[src/rtl/bcd_pkg.sv]
// Shared BCD definitions used by the digit stage and the multi-digit counter.
package bcd_pkg;

  localparam logic [3:0] BCD_MAX  = 4'd9;
  localparam logic [3:0] BCD_ZERO = 4'd0;

  typedef logic [3:0] bcd_digit_t;

  // Non-decimal codes (A..F) are forced to 9 so a display never shows garbage.
  function automatic bcd_digit_t bcd_clamp(input bcd_digit_t d);
    return (d > BCD_MAX) ? BCD_MAX : d;
  endfunction

endpackage

[src/rtl/bcd_multi_down_counter_if.sv]
// Control/status bundle for the multi-digit BCD down counter.
// master = controller driving the counter, slave = the counter itself.
interface bcd_multi_down_counter_if #(
  parameter int DIGITS = 2
) ();

  logic                  ena;
  logic                  ena_cnt;
  logic                  loadN;
  logic [4*DIGITS-1:0]   datain;
  logic [4*DIGITS-1:0]   count;
  logic                  zero;
  logic                  tc;
  logic                  expired;

  modport master (
    output ena, ena_cnt, loadN, datain,
    input  count, zero, tc, expired
  );

  modport slave (
    input  ena, ena_cnt, loadN, datain,
    output count, zero, tc, expired
  );

endinterface

[src/rtl/bcd_digit_stage.sv]
// One decade of the BCD down counter: load with clamping, or decrement with
// 0 -> 9 borrow when the top level enables it.
module bcd_digit_stage
  import bcd_pkg::*;
(
  input  logic       clk,
  input  logic       reset,
  input  logic       dec_en,
  input  logic       load,
  input  bcd_digit_t load_val,
  output bcd_digit_t digit,
  output logic       is_zero
);

  bcd_digit_t digit_reg;

  // Digit register: reset > load > decrement > hold.
  always_ff @(posedge clk) begin
    if (reset) begin
      digit_reg <= BCD_ZERO;
    end else if (load) begin
      digit_reg <= bcd_clamp(load_val);
    end else if (dec_en) begin
      digit_reg <= (digit_reg == BCD_ZERO) ? BCD_MAX : digit_reg - 4'd1;
    end
  end

  assign digit   = digit_reg;
  assign is_zero = (digit_reg == BCD_ZERO);

endmodule

[src/rtl/bcd_multi_down_counter.sv]
// DIGITS-wide BCD down counter built from cascaded decade stages with a purely
// combinational borrow chain, wrap/hold at zero, a terminal-count pulse and a
// sticky expired flag.
module bcd_multi_down_counter
  import bcd_pkg::*;
#(
  parameter int DIGITS = 2,
  parameter bit WRAP   = 1'b0
) (
  input logic                     clk,
  input logic                     reset,
  bcd_multi_down_counter_if.slave bus
);

  localparam int CW = 4 * DIGITS;

  logic              load;
  logic              tick;
  logic              tick_eff;
  logic              at_one;
  logic [CW-1:0]     count_w;
  logic [DIGITS-1:0] digit_zero;
  logic [DIGITS:0]   lower_zero;
  logic [DIGITS-1:0] dec_en;
  logic              tc_reg;

  assign load = ~bus.loadN;
  assign tick = bus.ena & bus.ena_cnt;

  // lower_zero[i] is high when every digit below i reads 0; lower_zero[DIGITS]
  // is therefore the whole-count zero flag.
  assign lower_zero[0] = 1'b1;

  // In hold mode a tick at zero is swallowed; in wrap mode it falls through
  // the borrow chain and turns every digit into 9.
  assign tick_eff = tick & (WRAP | ~lower_zero[DIGITS]);

  generate
    for (genvar gi = 0; gi < DIGITS; gi++) begin : g_stage
      assign lower_zero[gi+1] = lower_zero[gi] & digit_zero[gi];
      assign dec_en[gi]       = tick_eff & lower_zero[gi];

      bcd_digit_stage u_stage (
        .clk      (clk),
        .reset    (reset),
        .dec_en   (dec_en[gi]),
        .load     (load),
        .load_val (bus.datain[4*gi +: 4]),
        .digit    (count_w[4*gi +: 4]),
        .is_zero  (digit_zero[gi])
      );
    end
  endgenerate

  // A tick while the count is exactly 1 is the decrement that reaches zero.
  assign at_one = (count_w == CW'(1));

  // Terminal-count pulse, valid for the single cycle after reaching zero.
  always_ff @(posedge clk) begin
    if (reset) begin
      tc_reg <= 1'b0;
    end else if (load) begin
      tc_reg <= 1'b0;
    end else begin
      tc_reg <= tick & at_one;
    end
  end

  generate
    if (WRAP) begin : g_wrap
      assign bus.expired = 1'b0;
    end else begin : g_hold
      logic expired_reg;

      // Sticky expired flag: set on reaching zero, cleared only by load/reset.
      always_ff @(posedge clk) begin
        if (reset) begin
          expired_reg <= 1'b0;
        end else if (load) begin
          expired_reg <= 1'b0;
        end else if (tick & at_one) begin
          expired_reg <= 1'b1;
        end
      end

      assign bus.expired = expired_reg;
    end
  endgenerate

  assign bus.count = count_w;
  assign bus.zero  = lower_zero[DIGITS];
  assign bus.tc    = tc_reg;

endmodule
[src/flat_wrapper.sv]
// flat-port wrapper written by rule: the top's interface ports become plain ports
module bcd_multi_down_counter_flat import bcd_pkg::*;
#(
  parameter int DIGITS = 2,
  parameter bit WRAP   = 1'b0
)
  (clk, reset, bus_ena, bus_ena_cnt, bus_loadN, bus_datain, bus_count, bus_zero, bus_tc, bus_expired);
  bcd_multi_down_counter_if #(.DIGITS(DIGITS)) bus_i ();
  input logic clk;
  input logic reset;
  input wire logic [$bits(bus_i.ena)-1:0] bus_ena;
  input wire logic [$bits(bus_i.ena_cnt)-1:0] bus_ena_cnt;
  input wire logic [$bits(bus_i.loadN)-1:0] bus_loadN;
  input wire logic [$bits(bus_i.datain)-1:0] bus_datain;
  output wire logic [$bits(bus_i.count)-1:0] bus_count;
  output wire logic [$bits(bus_i.zero)-1:0] bus_zero;
  output wire logic [$bits(bus_i.tc)-1:0] bus_tc;
  output wire logic [$bits(bus_i.expired)-1:0] bus_expired;
  assign bus_i.ena = bus_ena;
  assign bus_i.ena_cnt = bus_ena_cnt;
  assign bus_i.loadN = bus_loadN;
  assign bus_i.datain = bus_datain;
  assign bus_count = bus_i.count;
  assign bus_zero = bus_i.zero;
  assign bus_tc = bus_i.tc;
  assign bus_expired = bus_i.expired;
  bcd_multi_down_counter #(.DIGITS(DIGITS), .WRAP(WRAP)) u_core (.clk(clk), .reset(reset), .bus(bus_i));
endmodule
[config.mk]
export PLATFORM = sky130hd
export DESIGN_NAME = bcd_multi_down_counter_flat
export DESIGN_NICKNAME = d
export VERILOG_FILES = /design/src/rtl/bcd_pkg.sv /design/src/rtl/bcd_multi_down_counter_if.sv /design/src/rtl/bcd_digit_stage.sv /design/src/rtl/bcd_multi_down_counter.sv /design/src/flat_wrapper.sv
export SDC_FILE = /design/constraint.sdc
export NUM_CORES = 1
export LEC_CHECK = 0
export BUFFER_PORTS_ARGS = -buffer_cell sky130_fd_sc_hd__clkbuf_2
export CAP_MARGIN = 25
export CORE_AREA = 2 2 39 41
export CTS_CLUSTER_SIZE = 8
export DETAILED_ROUTE_END_ITERATION = 8
export DIE_AREA = 0 0 41 43
export GPL_TIMING_DRIVEN = 0
export PLACE_DENSITY = 0.79
export SLEW_MARGIN = 40
export SYNTH_ARGS = -nofsm -noshare
export SYNTH_HDL_FRONTEND = slang
export SYNTH_SLANG_ARGS = --single-unit
[constraint.sdc]
create_clock -name clk -period 1.8 [get_ports clk]
set_clock_uncertainty 0.2 [all_clocks]
set_input_delay 0.36 -clock clk [delete_from_list [all_inputs] [get_ports clk]]
set_output_delay 0.36 -clock clk [all_outputs]
set_load 0.005 [all_outputs]
# Word level (Yosys, flattened, before mapping)
# Index checks and enable logic that the tools add are counted.
[word_totals] regBits=10 input_bits=13 wordCells=29
[op_classes] n_addsub=2 order_cmp=2 eq_ne=3 mux=8 bitwise=7 n_reduce_logical=3
[op_table] operator="$mux W4" count=8
[op_table] operator="$eq A8 B1 Y1 const B" count=1
[op_table] operator="$gt A4 B4 Y1 const B" count=2
[op_table] operator="$logic_not A4 Y1" count=2
[op_table] operator="$sub A4 B1 Y4 const B" count=2
[op_table] operator="$and A1 B1 Y1" count=5
[op_table] operator="$ne A2 B1 Y1 const B" count=2
[op_table] operator="$not A1 Y1" count=2
[op_table] operator="$reduce_or A2 Y1" count=1

# Depth between registers and ports, before layout
[depth] ltp_word=7 ltp_mapped=4

# Cells and area by module
# From an unflattened synthesis, not the netlist that was laid out.
[hier_totals] cells_unflattened=68 area_unflattened_um2=583.1
[by_module_without_submodules] module="bcd_digit_stage" instances=2 cells_per_inst=27 area_per_inst_um2=232.7 seq_area_each_um2=80.1
[by_module_without_submodules] module="bcd_multi_down_counter" instances=1 cells_per_inst=14 area_per_inst_um2=117.6 seq_area_each_um2=40.0

# Least setup slack after synthesis
# Ideal clock, no wire load.
[synth_timing] kind="flip-flop to output port" from="register u_core.g_stage[1].u_stage.digit_reg[1]" to="output port bus_zero" arrival_time_ps=1035 required_ps=1240 setup_slack_ps=205 path_stages_with_launch=3 n_path_buf=0 cell_sequence="dfxtp_1 > or4_1 > nor2_1"
[synth_between] elab_chain_cells=2
[synth_lines] element="start, declared" line="bcd_digit_stage.sv:15" text="bcd_digit_t digit_reg;"
[synth_lines] element="start signal, assigned" line="bcd_digit_stage.sv:22" text="digit_reg <= bcd_clamp(load_val);"
[synth_lines] element="start signal, assigned" line="bcd_digit_stage.sv:24" text="digit_reg <= (digit_reg == BCD_ZERO) ? BCD_MAX : digit_reg - 4'd1;"
[synth_lines] element="$logic_not A4 Y1" line="bcd_digit_stage.sv:29" text="assign is_zero = (digit_reg == BCD_ZERO);"
[synth_lines] element="$and A1 B1 Y1" line="bcd_multi_down_counter.sv:40" text="assign lower_zero[gi+1] = lower_zero[gi] & digit_zero[gi];"
[synth_lines] element="end, declared" line="flat_wrapper.sv:16" text="output wire logic [$bits(bus_i.zero)-1:0] bus_zero;"
# Every way passes these cells.

# Worst setup path after layout
[layout_timing] from="register u_core.g_stage[1].u_stage.digit_reg[3]" to="output port bus_zero"
# The elaborated chain is that of the path after synthesis.

==> results.cfg <==
[setup_path]
crit_type = reg -> out
worstPathArrival_ns = 1.39
cp-startpoint = u_core.g_stage[1].u_stage.digit[3]$_SDFFE_PP0P_
path_delay_family = simple AND/OR/NAND/NOR gates
path_depth = 3
reg2reg_to = u_core.g_stage[0].u_stage.digit[0]$_SDFFE_PP0P_
r2r_cells = 4
cpMaxStageDelayCell = or4_4
r2r-start = u_core.g_stage[0].u_stage.digit[3]$_SDFFE_PP0P_
cp_slowest_stage_delay_ns = 0.53
worst-path-max-fanout = 4
critPathLaunchType = register
worst_ep_required_time_ns = 1.24
cp-endpoint = bus_zero
r2r_slack_ns = 0
crit_path_end_kind = output pin
path_buf_inv = 1
crit_chain = or4_4 > nor2_2 > buf_2

[global_routing]
grtUsageMet1_pct = 22.58
antenna_found_initial = 0
use_met2_pct = 33.13
grt_start_max_net_pins = 11
grt-busiest-layer = met2
grt_usage_pct = 20.10
grt-ovfl-total = 0
grt_pass1_wl_um = 2421
grt_pass1_vias = 609
use_met3_pct = 3.141

[sta]
max_freq_mhz = 512.5
period_needed_ns = 1.951
maxSlewHeadroom_pct = 61.20
rsz0062_at_grt = true
worst_hold_slack_ns = 0.1071
fin_crit_sh_pct = 108.4
slew_viol_final = 0
final.setup.worst_slack_ns = -0.1511
setup_violations = 2
tightest_slew_ns = 0.5768
hold_viol = 0

[cts]
clock-sinks = 10
cts_made_buffers = 3
cts_max_level = 1
cts_tree = yes
postCtsHoldBufs = 0
cts-root-buf = clkbuf_4
cts_buffer_depth = 2
clkLatencyLatePin_ns = 0.28
clk_pin_slew_ns = 0.07

[outcome]
violations = negative setup slack
status = complete, but fails checks

[logic_synthesis]
ys_ff_latch = 10
ys_top_cells_by_area = dfxtp_1 (35%), a21oi_1 (5.3%), nand2_1 (4.6%)
yosysTopAreaCell = dfxtp_1
ys_seq_area_share_pct = 35.16
syn_avg_cell_area_um2 = 8.018
synth.cell_area_um2 = 569.3
yosys.cell_types.count = 31
yosys_warnings = 0
synthesis.nets = 84
synth.top_cell.area_share_pct = 35.16
synth_cells = 71

[routing]
drtPass1Iterations = 4
vias_per_cell = 5.850
wl_um = 1766
ant_nets = 0
vias = 702
drc = 0
detail_route.wl_per_cell_um = 14.72
drt_iter0_drc = 25

[die]
die_area_mm2 = 0.001763
fp.dieH_um = 43
rows = 14
core_region_area_mm2 = 0.001384
fp.dieW_um = 41
pin_count = 24
start_util_pct = 41.14

[finish]
final_cell_mix = clkbuf_2 (22), nand2_1 (7)
fillers = 115
drive_above_1_share_pct = 41.35
final_nets = 118
largest_reg_flops = 8
antenna_cells = 0
area_growth_pct = 44.84
mostFrequentLayoutCell = clkbuf_2

[power_and_ir_drop]
p_total_mw = 0.6135
pwr_density_cell_mw_per_mm2 = 744.1
p_switching_mw = 0.1845
vdd.ir_drop.worst_v = 0.0003325
p_clk_share_pct = 34.9
p_int_mw = 0.4290
combPwrFrac_pct = 24.9
power.leakage_nw = 0.3656
swShare_pct = 30.08
seq_power_share_pct = 40.1

[hold_path]
hold_path_class = in -> reg
whs_path_depth = 3

[placed_design]
place_hpwl_um = 1104
gp_congestion = 0.7573
io_buffer_count = 23

[job]
drv_cap = 0
-- synthesized netlist by cell type (all sizes together) --
cell type,instances
dfxtp,10
nand2,7
a21oi,6
inv,6
nor2,4
nor4,4
nand3,3
nand4,3
o21ai,3
mux2i,2
nor3,2
o31ai,2
or4,2
a211o,1
a211oi,1
a31oi,1
a41oi,1
and2,1
and4,1
and4bb,1
clkbuf,1
nand3b,1
nor2b,1
nor4bb,1
o21a,1
o21ba,1
o311a,1
o311ai,1
o31a,1
or3,1
-- worst min-delay path by stage --
stage	end	startpoint	slack, ns
6_report	u_core.g_stage[1].u_stage.digit[1]$_SDFFE_PP0P_	bus_datain[5]	0.11
4_1_cts	u_core.g_stage[1].u_stage.digit[1]$_SDFFE_PP0P_	bus_datain[5]	0.11
5_1_grt	u_core.g_stage[1].u_stage.digit[1]$_SDFFE_PP0P_	bus_datain[5]	0.11
2_1_floorplan	u_core.g_stage[1].u_stage.digit[3]$_SDFFE_PP0P_	reset	0.23
3_5_place_dp	u_core.bus.expired$_SDFFE_PP0P_	u_core.bus.expired$_SDFFE_PP0P_	0.25
3_3_place_gp	u_core.bus.expired$_SDFFE_PP0P_	u_core.bus.expired$_SDFFE_PP0P_	0.23
-- per-layer routing --
metal | share of wire, % | wire [um]
met1 | 40 | 712
met2 | 50 | 891
met3 | 5.5 | 98
met4 | 3.6 | 64
met5 | 0 | 0
-- worst min-delay path: stages --
cell      delay (ns)
clkbuf_2        0.10
nand2_1         0.05
o31ai_1         0.05
-- through the flow --
stage / cell area, um2 / setup WS (ns) / instances / util, % / setup TNS, ns
finish: 824.5 / -0.1511 / 120 / 59.58 / -0.1547
global route: 824.5 / -0.1898 / 120 / 59.58 / -0.2929
CTS: 785.8 / -0.1533 / 118 / 56.78 / -0.1533
detailed placement: 704.4 / 0.06274 / 110 / 50.90 / 0
global placement: 704.4 / 0.07770 / 110 / 50.90 / 0
floorplan: 569.3 / 0.2047 / 71 / - / 0
-- kinds of logic after synthesis --
group | synth area share [%]
multiplexers | 3.517
AND/OR/NAND/NOR | 32.75
buffers and inverters | 4.614
flip-flops | 35.16
AO/OA/AOI/OAI | 23.96
-- power groups by stage --
stage	Sequential (mW)	Clock [mW]	Combinational, mW
floorplan	0.255	0	0.0674
global placement	0.257	0	0.111
detailed placement	0.258	0	0.112
CTS	0.247	0.208	0.134
global route	0.249	0.223	0.167
finish	0.246	0.214	0.153
-- final cells by class --
cell class                      count  area (um2)  area share (%)
Buffer                              1       3.754          0.4552
Tap cell                           16       20.02           2.428
Clock buffer                        4       36.28           4.401
Timing Repair Buffer               29       160.2           19.42
Sequential cell                    10       215.2           26.10
Inverter                            6       22.52           2.731
Multi-Input combinational cell     54       366.6           44.46
-- what timing repair did --
item | in CTS | in global routing
endpoints found under the hold margin | 0 | 0
endpoints found under the setup margin | 1 | 4
setup buffers | 4 | 2
resized for setup | 7 | 6
pin swaps | 2 | 3
(Power assumes the default switching activity.)
